==> config.mk <==
export PLATFORM = sky130hd
export DESIGN_NAME = huffman_decoder_flat
export DESIGN_NICKNAME = d
export VERILOG_FILES = /design/src/rtl/huffman_decoder_pkg.sv /design/src/rtl/huffman_decoder_if.sv /design/src/rtl/huffman_match.sv /design/src/rtl/huffman_decoder.sv /design/src/flat_wrapper.sv
export SDC_FILE = /design/constraint.sdc
export NUM_CORES = 1
export LEC_CHECK = 0
export CAP_MARGIN = 20
export CORE_MARGIN = 3
export CORE_UTILIZATION = 25
export CTS_CLUSTER_SIZE = 10
export DETAILED_ROUTE_END_ITERATION = 6
export MAX_ROUTING_LAYER = met4
export PLACE_DENSITY_LB_ADDON = 0.1
export SLEW_MARGIN = 20
export SYNTH_ARGS = -nofsm -noshare
export SYNTH_HDL_FRONTEND = slang
export SYNTH_HIERARCHICAL = 1
export SYNTH_SLANG_ARGS = --single-unit
==> constraint.sdc <==
create_clock -name clk -period 5 [get_ports clk]
set_clock_uncertainty 0.2 [all_clocks]
set_input_delay 1 -clock clk [delete_from_list [all_inputs] [get_ports clk]]
set_output_delay 1 -clock clk [all_outputs]
set_load 0.02 [all_outputs]
==> src/rtl/huffman_decoder_pkg.sv <==
// Shared types and constants for the Huffman decode path: code-table entry
// layout, FSM state encodings and the length-clipping helper.
package huffman_decoder_pkg;

    localparam int CHAR_W       = 4;   // decoded character width
    localparam int MAX_LEN      = 7;   // longest legal code in bits
    localparam int LEN_W        = 3;   // $clog2(MAX_LEN+1)
    localparam int DEF_IP_WIDTH = 8;   // default number of table entries

    // FSM encodings kept as plain constants so legacy tools can read them.
    localparam logic [1:0] ST_IDLE   = 2'd0;
    localparam logic [1:0] ST_LOAD   = 2'd1;
    localparam logic [1:0] ST_DECODE = 2'd2;

    // One code-table entry: character, right-aligned code, code length.
    typedef struct packed {
        logic [CHAR_W-1:0]  chr;
        logic [MAX_LEN-1:0] code;
        logic [LEN_W-1:0]   len;
    } entry_t;

    // Lengths above MAX_LEN are clamped so an oversized entry still behaves
    // as a MAX_LEN code instead of becoming unreachable.
    function automatic logic [LEN_W-1:0] clip_len(input logic [LEN_W-1:0] len);
        if (int'(len) > MAX_LEN) begin
            return LEN_W'(MAX_LEN);
        end
        return len;
    endfunction

endpackage

==> src/rtl/huffman_decoder_if.sv <==
// Table-load, serial-bit and decoded-output signals of the Huffman decoder.
// The master drives table entries and bits; the slave is the decoder.
interface huffman_decoder_if;
    import huffman_decoder_pkg::*;

    logic                in_valid;
    logic [CHAR_W-1:0]   in_character;
    logic [MAX_LEN-1:0]  in_code;
    logic [LEN_W-1:0]    in_len;
    logic                bit_valid;
    logic                bit_in;
    logic                bit_last;
    logic                ready;
    logic                out_valid;
    logic [CHAR_W-1:0]   out_character;
    logic                out_err;
    logic                out_done;

    modport master (
        output in_valid, in_character, in_code, in_len,
        output bit_valid, bit_in, bit_last,
        input  ready, out_valid, out_character, out_err, out_done
    );

    modport slave (
        input  in_valid, in_character, in_code, in_len,
        input  bit_valid, bit_in, bit_last,
        output ready, out_valid, out_character, out_err, out_done
    );

endinterface

==> src/rtl/huffman_match.sv <==
// Combinational code lookup: finds the table entry whose length equals the
// number of accumulated bits and whose code equals those bits. When a
// malformed table holds duplicates, the lowest index wins.
module huffman_match
    import huffman_decoder_pkg::*;
#(
    parameter int N = DEF_IP_WIDTH
) (
    input  entry_t [N-1:0]      tbl,
    input  logic [MAX_LEN-1:0]  acc_next,
    input  logic [LEN_W-1:0]    cnt_next,
    output logic                hit,
    output logic [CHAR_W-1:0]   chr
);

    logic [MAX_LEN-1:0] mask;

    // Build a mask covering the low cnt_next bits of the accumulator.
    always_comb begin
        // NOTE: every output of an always_comb gets a default first so no path leaves it unassigned and a latch is never inferred.
        mask = '0;
        for (int i = 0; i < MAX_LEN; i++) begin
            mask[i] = (i < int'(cnt_next));
        end
    end

    // Scan from the top index down so the lowest matching index is the last writer.
    always_comb begin
        hit = 1'b0;
        chr = '0;
        for (int i = N - 1; i >= 0; i--) begin
            if ((tbl[i].len != '0) && (tbl[i].len == cnt_next) &&
                (((tbl[i].code ^ acc_next) & mask) == '0)) begin
                hit = 1'b1;
                chr = tbl[i].chr;
            end
        end
    end

endmodule

==> src/rtl/huffman_decoder.sv <==
// Sequential Huffman bitstream decoder: loads IP_WIDTH code-table entries,
// then shifts in one bit per cycle and emits a character whenever the
// accumulated bits form a complete code. All outputs are registered, one
// cycle after the bit that produced them.
module huffman_decoder
    import huffman_decoder_pkg::*;
#(
    parameter int IP_WIDTH = DEF_IP_WIDTH
) (
    input  logic              clk,
    input  logic              rst,
    huffman_decoder_if.slave  bus
);

    localparam int IDX_W = (IP_WIDTH > 1) ? $clog2(IP_WIDTH) : 1;

    logic [1:0]               state;
    logic [IDX_W-1:0]         idx;
    entry_t [IP_WIDTH-1:0]    tbl;
    logic [MAX_LEN-2:0]       acc;
    logic [LEN_W-1:0]         cnt;

    logic                     valid_q;
    logic [CHAR_W-1:0]        char_q;
    logic                     err_q;
    logic                     done_q;

    logic [MAX_LEN-1:0]       acc_next;
    logic [LEN_W-1:0]         cnt_next;
    logic                     full;
    logic                     load_en;
    logic                     last_idx;
    logic                     hit;
    logic [CHAR_W-1:0]        hit_char;
    entry_t                   new_entry;

    assign acc_next  = {acc, bus.bit_in};
    assign cnt_next  = cnt + LEN_W'(1);
    assign full      = (cnt_next == LEN_W'(MAX_LEN));
    assign load_en   = bus.in_valid && ((state == ST_IDLE) || (state == ST_LOAD));
    assign last_idx  = (idx == IDX_W'(IP_WIDTH - 1));
    assign new_entry = '{chr: bus.in_character, code: bus.in_code, len: clip_len(bus.in_len)};

    huffman_match #(.N(IP_WIDTH)) u_match (
        .tbl      (tbl),
        .acc_next (acc_next),
        .cnt_next (cnt_next),
        .hit      (hit),
        .chr      (hit_char)
    );

    // Code table: written one entry per in_valid cycle while loading, frozen while decoding.
    always_ff @(posedge clk or posedge rst) begin
        if (rst) begin
            // NOTE: the table is reset, not merely overwritten, so a reset mid-load leaves only zero-length entries that can never match.
            tbl <= '0;
        end else if (load_en) begin
            tbl[idx] <= new_entry;
        end
    end

    // Load sequencing, bit accumulation and registered decode results.
    always_ff @(posedge clk or posedge rst) begin
        if (rst) begin
            // NOTE: non-blocking assignments keep every register sampling pre-edge values, independent of statement order.
            state   <= ST_IDLE;
            idx     <= '0;
            acc     <= '0;
            cnt     <= '0;
            valid_q <= 1'b0;
            char_q  <= '0;
            err_q   <= 1'b0;
            done_q  <= 1'b0;
        end else begin
            valid_q <= 1'b0;
            char_q  <= '0;
            err_q   <= 1'b0;
            done_q  <= 1'b0;
            case (state)
                ST_IDLE, ST_LOAD: begin
                    if (bus.in_valid) begin
                        if (last_idx) begin
                            state <= ST_DECODE;
                            idx   <= '0;
                        end else begin
                            state <= ST_LOAD;
                            idx   <= idx + IDX_W'(1);
                        end
                    end
                end
                ST_DECODE: begin
                    if (bus.bit_valid) begin
                        if (hit) begin
                            valid_q <= 1'b1;
                            char_q  <= hit_char;
                        end else if (full || bus.bit_last) begin
                            // Either no code can be this long, or the stream ended mid-code.
                            err_q <= 1'b1;
                        end
                        if (hit || full || bus.bit_last) begin
                            acc <= '0;
                            cnt <= '0;
                        end else begin
                            acc <= acc_next[MAX_LEN-2:0];
                            cnt <= cnt_next;
                        end
                        if (bus.bit_last) begin
                            done_q <= 1'b1;
                            state  <= ST_IDLE;
                        end
                    end
                end
                default: state <= ST_IDLE;
            endcase
        end
    end

    assign bus.ready         = (state == ST_DECODE);
    assign bus.out_valid     = valid_q;
    assign bus.out_character = char_q;
    assign bus.out_err       = err_q;
    assign bus.out_done      = done_q;

endmodule

==> src/flat_wrapper.sv <==
// flat-port wrapper written by rule: the top's interface ports become plain ports
module huffman_decoder_flat import huffman_decoder_pkg::*;
#(
    parameter int IP_WIDTH = DEF_IP_WIDTH
)
  (clk, rst, bus_in_valid, bus_in_character, bus_in_code, bus_in_len, bus_bit_valid, bus_bit_in, bus_bit_last, bus_ready, bus_out_valid, bus_out_character, bus_out_err, bus_out_done);
  huffman_decoder_if bus_i ();
  input  logic clk;
  input  logic rst;
  input wire logic [$bits(bus_i.in_valid)-1:0] bus_in_valid;
  input wire logic [$bits(bus_i.in_character)-1:0] bus_in_character;
  input wire logic [$bits(bus_i.in_code)-1:0] bus_in_code;
  input wire logic [$bits(bus_i.in_len)-1:0] bus_in_len;
  input wire logic [$bits(bus_i.bit_valid)-1:0] bus_bit_valid;
  input wire logic [$bits(bus_i.bit_in)-1:0] bus_bit_in;
  input wire logic [$bits(bus_i.bit_last)-1:0] bus_bit_last;
  output wire logic [$bits(bus_i.ready)-1:0] bus_ready;
  output wire logic [$bits(bus_i.out_valid)-1:0] bus_out_valid;
  output wire logic [$bits(bus_i.out_character)-1:0] bus_out_character;
  output wire logic [$bits(bus_i.out_err)-1:0] bus_out_err;
  output wire logic [$bits(bus_i.out_done)-1:0] bus_out_done;
  assign bus_i.in_valid = bus_in_valid;
  assign bus_i.in_character = bus_in_character;
  assign bus_i.in_code = bus_in_code;
  assign bus_i.in_len = bus_in_len;
  assign bus_i.bit_valid = bus_bit_valid;
  assign bus_i.bit_in = bus_bit_in;
  assign bus_i.bit_last = bus_bit_last;
  assign bus_ready = bus_i.ready;
  assign bus_out_valid = bus_i.out_valid;
  assign bus_out_character = bus_i.out_character;
  assign bus_out_err = bus_i.out_err;
  assign bus_out_done = bus_i.out_done;
  huffman_decoder #(.IP_WIDTH(IP_WIDTH)) u_core (.clk(clk), .rst(rst), .bus(bus_i));
endmodule
# Word level (Yosys, flattened, before mapping)
# Index checks and enable logic that the tools add are counted.
[word_totals] elab_cells=157 inputBits=20 reg_bits=133 output_inout_bits=8
[classes] n_eq_ne=15 magnitude_cmp=9 addsub=2 muxes=40 bitwise=16 n_reduce_logical=43
[ops] op="bitwise mux 112 bit" n=1
[ops] op="AND 7 bit" n=8
[ops] op="zero test 7 bit" n=8
[ops] op="XOR 7 bit" n=8
[ops] op="two-way mux 4 bit" n=11
[ops] op="demux 14 bit (select 3 bit)" n=1
[ops] op="equality test 3 bit" n=8
[ops] op="nonzero test 3 bit" n=8
[ops] op="logical AND 1 bit" n=18
[ops] op="two-way mux 1 bit" n=18
[ops] op="two-way mux 14 bit" n=1
[ops] op="< comparator 3 bit (first input constant)" n=3
[ops] op="two-way mux 2 bit" n=4
[ops] op="adder 3 x 1 -> 3 bit (second input constant)" n=2
[ops] op="equality test 3 bit (second input constant)" n=2
[ops] op="< comparator 1 x 3 -> 1 bit (first input constant)" n=2
[ops] op="< comparator 2 x 3 -> 1 bit (first input constant)" n=2
[ops] op="two-way mux 3 bit" n=2
[ops] op="two-way mux 6 bit" n=1
[ops] op="!= test 2 bit (second input constant)" n=3
[ops] op="logical OR 1 bit" n=4
[ops] op="< comparator 3 x 4 -> 1 bit (second input constant)" n=1
[ops] op="one-hot mux 2 bit (2 select lines)" n=1
[ops] op="AND reduction 2 bit" n=2
[ops] op="6 further kinds" n=6

# Logic depth before layout (Yosys ltp)
# Gate-level depths: netlist of the first run.
[logic_depth] ltp_word=16 ltp_mapped=14

# Modules after synthesis
# Netlist of the first run, hierarchy kept.
[modules_own_cells] mod="huffman_decoder" n_inst=1 cells_each=330 area_each_um2=5108.6
[modules_own_cells] mod="huffman_match" n_inst=1 cells_each=225 area_each_um2=1532.7

# Worst setup path before layout of the first run
# OpenSTA, ideal clock, no wires.
[synth_path] path_kind="register -> register" start="reg u_core.cnt[0]" end="reg u_core.cnt[1]" path_buffers=2 slack_ns=1.579 t_arrival_ns=3.125 stages_incl_launch_ff=12 required_time_ns=4.705 path_cell_list="dfrtp_1 ha_1 xor2_1 buf_6 buf_2 o21ai_0 o221ai_1 a221oi_1 or2_2 or4_1 a211o_1 o31ai_1"
[synth_between] elab_chain_len=16
[synth_rtl] item="start: declaration" line="huffman_decoder.sv:21" source="logic [LEN_W-1:0] cnt;"
[synth_rtl] item="start signal: assignment" line="huffman_decoder.sv:105" source="cnt <= cnt_next;"
[synth_rtl] item="adder 3 x 1 -> 3 bit (*)" line="huffman_decoder.sv:38" source="assign cnt_next = cnt + LEN_W'(1);"
[synth_rtl] item="net u_core.cnt_next[2]" line="huffman_decoder.sv:29" source="logic [LEN_W-1:0] cnt_next;"
[synth_rtl] item="< comparator 1 x 3 -> 1 bit (tied with other cells)" line="huffman_match.sv:23" source="mask[i] = (i < int'(cnt_next));"
[synth_rtl] item="AND 7 bit" line="huffman_match.sv:33" source="(((tbl[i].code ^ acc_next) & mask) == '0)) begin"
[synth_rtl] item="zero test 7 bit" line="huffman_match.sv:33"
[synth_rtl] item="logical AND 1 bit" line="huffman_match.sv:32" source="if ((tbl[i].len != '0) && (tbl[i].len == cnt_next) &&"
[synth_rtl] item="two-way mux 1 bit (7 in series)" line="huffman_match.sv:32"
[synth_rtl] item="two-way mux 1 bit (*)" line="huffman_match.sv:32"
[synth_rtl] item="net u_core.hit" line="huffman_decoder.sv:33" source="logic hit;"
[synth_rtl] item="logical OR 1 bit (*) (2 in series)" line="huffman_decoder.sv:100" source="if (hit || full || bus.bit_last) begin"
[synth_rtl] item="two-way mux 3 bit (*)" line="huffman_decoder.sv:100"
# The timed path passes the listed nets; every way through them passes the cells marked *.
# A chain may end at the register's enable or synchronous reset.

# Worst setup path in the final report of the first run
# Ends and elaborated chain as after synthesis.

==> flow_metrics.tcl, run 1 <==
set metrics [dict create \
    htree_num_levels 4 \
    synthesis.area_sq_um 6640 \
    share_comb_of_total_power_pct 32.6 \
    hold_path_end "u_core/tbl[38]$_DFFE_PP0P_" \
    clk_transition_reported_paths_ns 0.06 \
    critPathMaxFanout 16 \
    compound_cell_area_share_of_the_yosys_netlist_pct 9.10 \
    synth.distinct_cells 61 \
    finalNonFillerCells 933 \
    final_design_area_no_fill_sq_um 7970 \
    switching_power_mw 1.69 \
    initial_core_util_pct 25.5 \
    cap_violations 0 \
    synth-xor-area-share_pct 8.44 \
    signed_area_change_from_the_synthesized_netlist_to_the_final_layout_pct 19.9 \
    grt_first_pass_wirelength_microns 30200 \
    critical_path.reg2reg.startpoint "u_core/cnt[0]$_DFFE_PP0P_" \
    switching_share_pct 33.4 \
    grt_overflow_total 0 \
    hold_path_class "register to register" \
    peak_supply_drop_v 0.000192 \
    synth_cells 555 \
    final_weighted_congestion_in_routability_driven_placement 0.854 \
    timing_worst_slew_pin_value_ns 0.964 \
    setup.worst_path.end_class "register" \
    path_class "register to register" \
    vias 4462 \
    final.setup.tns_ns 0 \
    placement.setup.worst_slack_ns 0.424 \
    synth-async-reset-ratio_pct 100 \
    synth-simple-area-share_pct 9.46 \
    dpl-instance-area_sq_um 7270 \
    seqPwrFrac_pct 38.5 \
    setup_slack_on_the_worst_flop_to_flop_path_ns 0.76 \
    timing.critical_path.from_type "register" \
    post_synthesis_adder_cell_area_fraction_pct 0.754 \
    num_cts_buffers 17 \
    grt_max_degree 81 \
    synth_seq_cells 133 \
    wl_per_cell_microns 20.8 \
    cts_tree "yes" \
    timing.rr.end "u_core/cnt[1]$_DFFE_PP0P_" \
    design.portCount 28 \
    synth_fp_nets 579 \
    postRouteWirelength_microns 19400 \
    drcViolationCount 0 \
    port_buffers 27 \
    cts-hold-fix-buffers 0 \
    number_of_antenna_violating_nets_in_the_routed_design 0 \
    hold_path.startpoint "u_core/tbl[38]$_DFFE_PP0P_" \
    row_count 59 \
    power.internal_mw 3.36 \
    clkLatencyLatePin_ns 0.42 \
    final_layout_size_suffix_gt1_share_pct 28.4 \
    cts.sink_count 133 \
    first_pass_detailed_route_iteration_total 5 \
    coreArea_sq_um 26100 \
    postCtsResizedCells 0 \
    synthMuxAreaShare_pct 19.2 \
    dp_cells 901 \
    dieArea_sq_um 28600 \
    synthesis.yosys.warnings 6 \
    root_buffer_master "sky130_fd_sc_hd__clkbuf_16" \
    period_share_pct 84.8 \
    status "completed" \
    vert_die_dim_microns 169 \
    min_delay_path_depth 1 \
    setup_viol 0 \
    power.static_leakage_nw 3.38 \
    power.clock.fraction_pct 28.9 \
    diodes 0 \
    syn_avg_cell_area_sq_um 12.0 \
    reg2regPathDepth 10 \
    sequential_element_share_of_the_synthesized_area_pct 50.1 \
    postLayoutSetupSlackWorst_ns 0.759 \
    timing.final.hold_violations 0 \
    fmaxAchievable_mhz 236 \
    ys_dominant_reg_cell "sky130_fd_sc_hd__dfrtp_1" \
    p_total_mw 5.05 \
    nets 609 \
    period_needed_ns 4.24 \
    synth_enable_flop_cells 0 \
    place_hpwl_microns 13700 \
    dieWidth_microns 169 \
    drt_first_iter_violations 228 \
    via_count_of_the_first_global_routing_pass 4737 \
    largest_family_of_logic_cells_by_synthesized_area "multiplexers" \
    grt_antenna_before_repair 0 \
    cp.required_ns 5.12 \
    post-cts-setup-buffer-count 0 \
    power_density_nw_per_um2 634 \
    critPathArrivalTime_ns 4.36 \
    drt_via_density 4.78 \
    relSlewSlack_pct 35.6 \
    gr-usage-all-layers_pct 14.6 \
    rsz_0062_raised_after_global_routing "no" \
    final_max_slew_viols 0 \
    cts-root-to-sink-buffers 2 \
]
power by group through the flow:
stage	registers [mW]	logic [mW]	clock network [mW]
finish	1.94	1.64	1.46
global route	2.01	1.80	1.54
CTS	1.95	1.66	1.50
detailed placement	1.96	1.65	0
global placement	1.96	1.63	0
floorplan	1.82	1.24	0
worst max-delay path, cell delays in order (launching register included):
cell and delay, ns:
sky130_fd_sc_hd__dfrtp_1 0.39, sky130_fd_sc_hd__ha_1 0.26, sky130_fd_sc_hd__xor2_2 0.64, sky130_fd_sc_hd__nand2_1 0.31, sky130_fd_sc_hd__o2111ai_1 0.26, sky130_fd_sc_hd__o31ai_1 0.11, sky130_fd_sc_hd__nand4_1 0.33, sky130_fd_sc_hd__nand3_1 0.25
sky130_fd_sc_hd__or4_1 0.72, sky130_fd_sc_hd__a211o_1 0.39, sky130_fd_sc_hd__o31ai_1 0.26
Yosys cell counts (3+ instances only):
library cell                 n  area (sq um)
sky130_fd_sc_hd__a211o_1     3          26.3
sky130_fd_sc_hd__a211oi_1    3          22.5
sky130_fd_sc_hd__a21oi_1    19          95.1
sky130_fd_sc_hd__a221oi_1    5          43.8
sky130_fd_sc_hd__a22oi_1     6          45.0
sky130_fd_sc_hd__a31oi_1     3          18.8
sky130_fd_sc_hd__and2_1      4          25.0
sky130_fd_sc_hd__and3_1      4          25.0
sky130_fd_sc_hd__buf_2      16          80.1
sky130_fd_sc_hd__buf_4       4          30.0
sky130_fd_sc_hd__buf_6       3          33.8
sky130_fd_sc_hd__dfrtp_1   133          3330
sky130_fd_sc_hd__ha_1        4          50.1
sky130_fd_sc_hd__inv_1      11          41.3
sky130_fd_sc_hd__mux2_2    113          1270
sky130_fd_sc_hd__nand2_1    33           124
sky130_fd_sc_hd__nand2b_1    3          18.8
sky130_fd_sc_hd__nand3_1     7          35.0
sky130_fd_sc_hd__nand3b_1    6          45.0
sky130_fd_sc_hd__nor2_1     23          86.3
sky130_fd_sc_hd__nor3_1      6          30.0
sky130_fd_sc_hd__o21ai_0    19          95.1
sky130_fd_sc_hd__o22ai_1     5          31.3
sky130_fd_sc_hd__o31ai_1     4          30.0
sky130_fd_sc_hd__or2_2       4          25.0
sky130_fd_sc_hd__or3_1       6          37.5
sky130_fd_sc_hd__xnor2_1    24           210
sky130_fd_sc_hd__xor2_1     40           350
logic make-up (layout without fill, tap and decap cells):
group / after synthesis / count (layout)
XOR/XNOR: 64 / 64
AO/OA/AOI/OAI: 89 / 89
buffers and inverters: 37 / 80
adder cells (fa/ha/maj): 4 / 4
AND/OR/NAND/NOR: 115 / 115
multiplexers: 113 / 113
flip-flops: 133 / 133
registers in the layout, summed over array words and instances (netlist names):
name	count
u_core/tbl	112
u_core/bus.out_valid	1
u_core/bus.out_character	4
u_core/cnt	3
u_core/bus.out_err	1
u_core/bus.out_done	1
u_core/acc	6
u_core/idx	3
u_core/state	2
how the worst max path moves through the flow:
stage | start | to | depth (start not counted)
floorplan | rst | u_core/acc[0]$_DFFE_PP0P_ | 1
global placement | bus_bit_in | u_core/cnt[1]$_DFFE_PP0P_ | 9
detailed placement | bus_bit_in | u_core/cnt[1]$_DFFE_PP0P_ | 9
CTS | u_core/cnt[0]$_DFFE_PP0P_ | u_core/cnt[1]$_DFFE_PP0P_ | 10
global route | u_core/cnt[0]$_DFFE_PP0P_ | u_core/cnt[1]$_DFFE_PP0P_ | 10
finish | u_core/cnt[0]$_DFFE_PP0P_ | u_core/cnt[1]$_DFFE_PP0P_ | 10
cell usage in the layout (no fill, tap or decap), drive strengths merged, types with 4 or more instances in the layout:
cell             n
ha               4
clkbuf          20
mux2           113
o21ai           20
or2              7
and2             4
nand3            7
xnor2           24
nor2            23
clkdlybuf4s50   27
nand3b           7
a221oi           6
and3             4
or3              6
bufinv           6
a22oi            6
nand2           33
dfrtp          133
o22ai            5
xor2            40
o31ai            4
buf             10
a21oi           20
clkinv           5
nor3             8
inv             11
cell type report:
| type | instances | area [sq um] |
|---|---|---|
| clock buffers | 20 | 467 |
| clock inverters | 12 | 224 |
| fillers | 2644 | 18100 |
| inverters | 11 | 46.3 |
| multi-input cells | 385 | 3120 |
| flip-flops and latches | 133 | 3330 |
| well taps | 335 | 419 |
| repair buffers | 37 | 358 |
metal layers:
metal / up-vias / part of all wire (%) / track usage (%)
met5: - / 0 / -
met4: 0 / 1.3 / 3.28
met3: 14 / 4.1 / 3.64
met2: 91 / 50 / 24.2
met1: 2319 / 44 / 18.1
li1: 2038 / - / -
through the flow:
step	utilization (%)	hold slack (ns)
after floorplan	-	0.245
after CTS	30.6	0.303
after global placement	27.9	0.293
after global routing	30.6	0.323
final	30.6	0.299
after detailed placement	27.9	0.290
Note: power is estimated with default switching activity, not from simulation.
==> run 2, diff against run 1 <==
- clock period: 5 -> 3.8 ns (I/O delays scaled with it)
==> run 2 against run 1 <==
Count of clock-buffer cells in the layout is 3 higher. Sequential power is 31% higher. Final cell count is 3.2% higher. Largest cell class unchanged. Highest routed layer unchanged. Combinational power is 40% higher.
==> flow_metrics.tcl, run 2 (synthesized netlist as in run 1, its figures left out) <==
set metrics [dict create \
    timing_worst_slew_pin_value_ns 1.05 \
    htree_num_levels 4 \
    largest_register_ff_count 112 \
    wl_per_cell_microns 20.3 \
    peak_supply_drop_v 0.000320 \
    drt_first_iter_violations 349 \
    final.fill_count 2643 \
    timing.final.hold_violations 0 \
    timing.critical_path.from_type "register" \
    clk_transition_reported_paths_ns 0.06 \
    postRouteWirelength_microns 19600 \
    row_count 59 \
    final_weighted_congestion_in_routability_driven_placement 0.845 \
    cp_slowest_cell "sky130_fd_sc_hd__or4_1" \
    dieArea_sq_um 28600 \
    grt_overflow_total 0 \
    multi_input_combinational_cell_area_sq_um 3140 \
    path_class "register to register" \
    finalNonFillerCells 963 \
    drt_via_density 4.67 \
    setup_viol 0 \
    clkLatencyLatePin_ns 0.42 \
    relSlewSlack_pct 29.7 \
    nets 639 \
    vias 4501 \
    cp_slowest_stage_delay_ns 0.65 \
    final_max_slew_viols 0 \
    diodes 0 \
    fmaxAchievable_mhz 279 \
    first_pass_detailed_route_iteration_total 4 \
    coreArea_sq_um 26100 \
    setup.worst_path.end_class "register" \
    grt_max_degree 134 \
    most-common-layout-cells "133 x sky130_fd_sc_hd__dfrtp_1, 113 x sky130_fd_sc_hd__mux2_2, 39 x sky130_fd_sc_hd__buf_4, 39 x sky130_fd_sc_hd__xor2_1, 33 x sky130_fd_sc_hd__nand2_1" \
    final.hold.worst_slack_ns 0.305 \
    root_buffer_master "sky130_fd_sc_hd__clkbuf_16" \
    gr-usage-all-layers_pct 14.7 \
    cp_cell_sequence "ha_1, xor2_4, nor2_1, buf_4, o21ai_0, a221oi_1, or2_2, or4_1, a211o_1, o31ai_1" \
    grt_first_pass_wirelength_microns 30300 \
    cap_violations 0 \
    register_area_sq_um 3330 \
    design.portCount 28 \
    hold_path_class "register to register" \
    number_of_antenna_violating_nets_in_the_routed_design 0 \
    vert_die_dim_microns 169 \
    critPathArrivalTime_ns 3.70 \
    dieWidth_microns 169 \
    initial_core_util_pct 25.5 \
    drcViolationCount 0 \
    grt_antenna_before_repair 0 \
    registers.top_by_ff_count "u_core/tbl" \
    final_layout_size_suffix_gt1_share_pct 31.5 \
    period_needed_ns 3.58 \
    mostFrequentLayoutCell "sky130_fd_sc_hd__dfrtp_1" \
    power.static_leakage_nw 3.47 \
    period_share_pct 94.3 \
    dp_cells 931 \
    critPathMaxFanout 11 \
    cts_tree "yes" \
    status "completed" \
    via_count_of_the_first_global_routing_pass 4701 \
    num_cts_buffers 17 \
    p_total_mw 6.47 \
    finish.utilization_pct 31.1 \
    cts-root-to-sink-buffers 2 \
    signed_area_change_from_the_synthesized_netlist_to_the_final_layout_pct 21.9 \
    final.setup.tns_ns 0 \
    cts.sink_count 133 \
    rsz_0062_raised_after_global_routing "no" \
    power_density_nw_per_um2 799 \
    port_buffers 27 \
    cp.required_ns 3.91 \
    place_hpwl_microns 13600 \
]
## run 2: final cells by class
cell class                      count  share of cell area (%)
Inverter                           11                   0.603
Tap cell                          335                    5.18
Multi-Input combinational cell    385                    38.7
Timing Repair Buffer               67                    7.20
Clock buffer                       23                    5.91
Clock inverter                      9                    1.25
Sequential cell                   133                    41.1
## run 2: timing repair
action	in CTS	in global routing
hold buffers	0	0
endpoints found under the setup margin	0	11
gates resized for setup	0	3
setup buffers	0	0
## run 2: per-layer routing
metal,up-vias,global-route usage (%),share of wire [%]
met5,-,-,0
met3,12,2.64,3.5
li1,2100,-,-
met4,0,3.85,1.3
met1,2296,20.9,50
met2,93,21.6,46
## run 2: worst paths after layout
path	start	end	slack [ns]	depth (start not counted)
max	u_core/cnt[0]$_DFFE_PP0P_	u_core/cnt[1]$_DFFE_PP0P_	0.22	10
min	u_core/tbl[82]$_DFFE_PP0P_	u_core/tbl[82]$_DFFE_PP0P_	0.31	1
max reg2reg	u_core/cnt[0]$_DFFE_PP0P_	u_core/cnt[1]$_DFFE_PP0P_	0.22	10
min reg2reg	u_core/tbl[82]$_DFFE_PP0P_	u_core/tbl[82]$_DFFE_PP0P_	0.31	1
max in group asynchronous	rst	u_core/tbl[20]$_DFFE_PP0P_	2.11	3
min in group asynchronous	rst	u_core/bus.out_done$_DFF_PP0_	0.71	3
## run 2: critical path: cells and delay by family, from the launching register on
family / cells / cell delay, ns
buf+inv: 1 / 0.19
fa+ha+maj: 1 / 0.28
compound gates: 4 / 0.96
xor+xnor: 1 / 0.35
simple gates: 3 / 1.12
flops: 1 / 0.39
## run 2: metrics by stage
step	setup slack (ns)	instance area [sq um]
after detailed placement	-0.187	7500
final	0.218	8090
after global routing	0.00732	8090
after CTS	0.0596	8080
after floorplan	0.379	6650
after global placement	-0.154	7500
## run 2: where the power goes
group | internal (mW) | total [mW] | switching, mW
logic | 1.19 | 2.30 | 1.11
clock network | 1.01 | 1.62 | 0.611
registers | 2.05 | 2.55 | 0.492
==> run 3, diff against run 2 <==
- CTS_CLUSTER_DIAMETER: default -> 200
- MAX_ROUTING_LAYER: met4 -> default
==> run 3 against run 2 <==
Die area unchanged. Total power about the same. First-iteration DRC count increased by 4.3%. Combinational power about the same. Highest routed layer unchanged.
==> flow_metrics.tcl, run 3 (synthesized netlist as in run 1, its figures left out) <==
set metrics [dict create \
    placement.setup.worst_slack_ns -0.187 \
    drt_first_iter_violations 364 \
    path_class "input port to register" \
    gr-usage-all-layers_pct 14.3 \
    num_cts_buffers 17 \
    vert_die_dim_microns 169 \
    share_comb_of_total_power_pct 35.6 \
    finalNonFillerCells 963 \
    diodes 0 \
    timing.final.hold_violations 0 \
    rsz_0062_raised_after_global_routing "no" \
    drcViolationCount 0 \
    grt_first_pass_wirelength_microns 30200 \
    dieWidth_microns 169 \
    status "completed" \
    cts.sink_count 133 \
    largest_register_ff_count 112 \
    critPathMaxFanout 8 \
    grt_antenna_before_repair 0 \
    grt_overflow_total 0 \
    row_count 59 \
    cp.required_ns 3.91 \
    initial_core_util_pct 25.5 \
    power.static_leakage_nw 3.47 \
    place_hpwl_microns 13600 \
    signed_area_change_from_the_synthesized_netlist_to_the_final_layout_pct 21.9 \
    power.internal_mw 4.26 \
    first_pass_detailed_route_iteration_total 4 \
    setup_viol 0 \
    design.portCount 28 \
    seqPwrFrac_pct 39.3 \
    most-common-layout-cells "133 x sky130_fd_sc_hd__dfrtp_1, 113 x sky130_fd_sc_hd__mux2_2, 39 x sky130_fd_sc_hd__buf_4, 39 x sky130_fd_sc_hd__xor2_1, 33 x sky130_fd_sc_hd__nand2_1" \
    mostFrequentLayoutCell "sky130_fd_sc_hd__dfrtp_1" \
    coreArea_sq_um 26100 \
    switching_power_mw 2.21 \
    timing_worst_slew_pin_value_ns 1.03 \
    period_share_pct 95.2 \
    root_buffer_master "sky130_fd_sc_hd__clkbuf_16" \
    cap_violations 0 \
    cts-root-to-sink-buffers 2 \
    via_count_of_the_first_global_routing_pass 4712 \
    relSlewSlack_pct 31.0 \
    postLayoutSetupSlackWorst_ns 0.182 \
    final_max_slew_viols 0 \
    timing.critical_path.from_type "input port" \
    nets 639 \
    hold_path_class "register to register" \
    period_needed_ns 3.62 \
    dp_cells 931 \
    fmaxAchievable_mhz 276 \
    power.clock.fraction_pct 25.1 \
    port_buffers 27 \
    postRouteWirelength_microns 19600 \
    registers.top_by_ff_count "u_core/tbl" \
    dieArea_sq_um 28600 \
    setup.worst_path.end_class "register" \
    grt_max_degree 134 \
    critPathArrivalTime_ns 3.73 \
    peak_supply_drop_v 0.000318 \
    htree_num_levels 4 \
    wl_per_cell_microns 20.4 \
    final_layout_size_suffix_gt1_share_pct 31.5 \
    number_of_antenna_violating_nets_in_the_routed_design 0 \
    drt_via_density 4.71 \
    final_weighted_congestion_in_routability_driven_placement 0.833 \
    power_density_nw_per_um2 800 \
    switching_share_pct 34.2 \
    vias 4533 \
    clk_transition_reported_paths_ns 0.06 \
    clkLatencyLatePin_ns 0.42 \
    cts_tree "yes" \
]
[run 3: cell counts in the layout (fill, tap and decap cells not counted)]
Identical to the previous run, type by type.
[run 3: area by class of cell]
cell class              instances  area (sq um)
clock buffers                  23           478
clock inverters                 9           101
fillers                      2643         18000
inverters                      11          48.8
multi-input cells             385          3140
flip-flops and latches        133          3330
well taps                     335           419
repair buffers                 67           583
[run 3: final timing paths]
path / startpoint / end / slack (ns) / depth (start not counted)
setup / recovery: bus_bit_in / u_core/cnt[1]$_DFFE_PP0P_ / 0.18 / 10
hold reg to reg: u_core/tbl[82]$_DFFE_PP0P_ / u_core/tbl[82]$_DFFE_PP0P_ / 0.30 / 1
hold / removal: u_core/tbl[82]$_DFFE_PP0P_ / u_core/tbl[82]$_DFFE_PP0P_ / 0.30 / 1
min in group asynchronous: rst / u_core/bus.out_done$_DFF_PP0_ / 0.68 / 3
setup reg to reg: u_core/cnt[0]$_DFFE_PP0P_ / u_core/cnt[1]$_DFFE_PP0P_ / 0.22 / 12
max in group asynchronous: rst / u_core/tbl[20]$_DFFE_PP0P_ / 2.10 / 3
[run 3: worst max-delay path, stage by stage]
cell	delay [ns]
sky130_fd_sc_hd__clkdlybuf4s50_1	0.54
sky130_fd_sc_hd__buf_4	0.21
sky130_fd_sc_hd__xor2_1	0.36
sky130_fd_sc_hd__a21oi_1	0.13
sky130_fd_sc_hd__a21oi_1	0.32
sky130_fd_sc_hd__or3_1	0.21
sky130_fd_sc_hd__nand2_1	0.05
sky130_fd_sc_hd__or4_1	0.53
sky130_fd_sc_hd__a211o_1	0.38
sky130_fd_sc_hd__o31ai_1	0.25
[run 3: routing by layer]
layer	GRT usage (%)	share of wire (%)	vias to the layer above
met2	21.6	46	99
met1	20.9	49	2323
met5	0	0	-
li1	-	-	2099
met4	3.85	1.3	0
met3	2.73	3.8	12
[run 3: per-stage QoR]
stage	area [sq um]	utilization [%]	setup TNS, ns	hold slack [ns]	total power, mW
finish	8090	31.1	0	0.305	6.47
global placement	7500	28.8	-1.04	0.286	4.86
detailed placement	7500	28.8	-1.16	0.297	4.88
global route	8090	31.1	0	0.320	6.90
floorplan	6650	-	0	0.245	4.03
CTS	8080	31.0	0	0.311	6.55
[run 3: power groups by stage]
stage,sequential (mW),clock [mW],combinational [mW]
after floorplan,2.39,0,1.64
after global placement,2.56,0,2.30
after detailed placement,2.58,0,2.30
after CTS,2.55,1.68,2.31
after global routing,2.64,1.75,2.51
final,2.54,1.63,2.30
[run 3: repair_timing]
item | in CTS | in global routing
endpoints found under the setup margin | 0 | 11
gates resized for setup | 0 | 3
setup buffers | 0 | 0
hold buffers | 0 | 0
endpoints found under the hold margin | 0 | 0
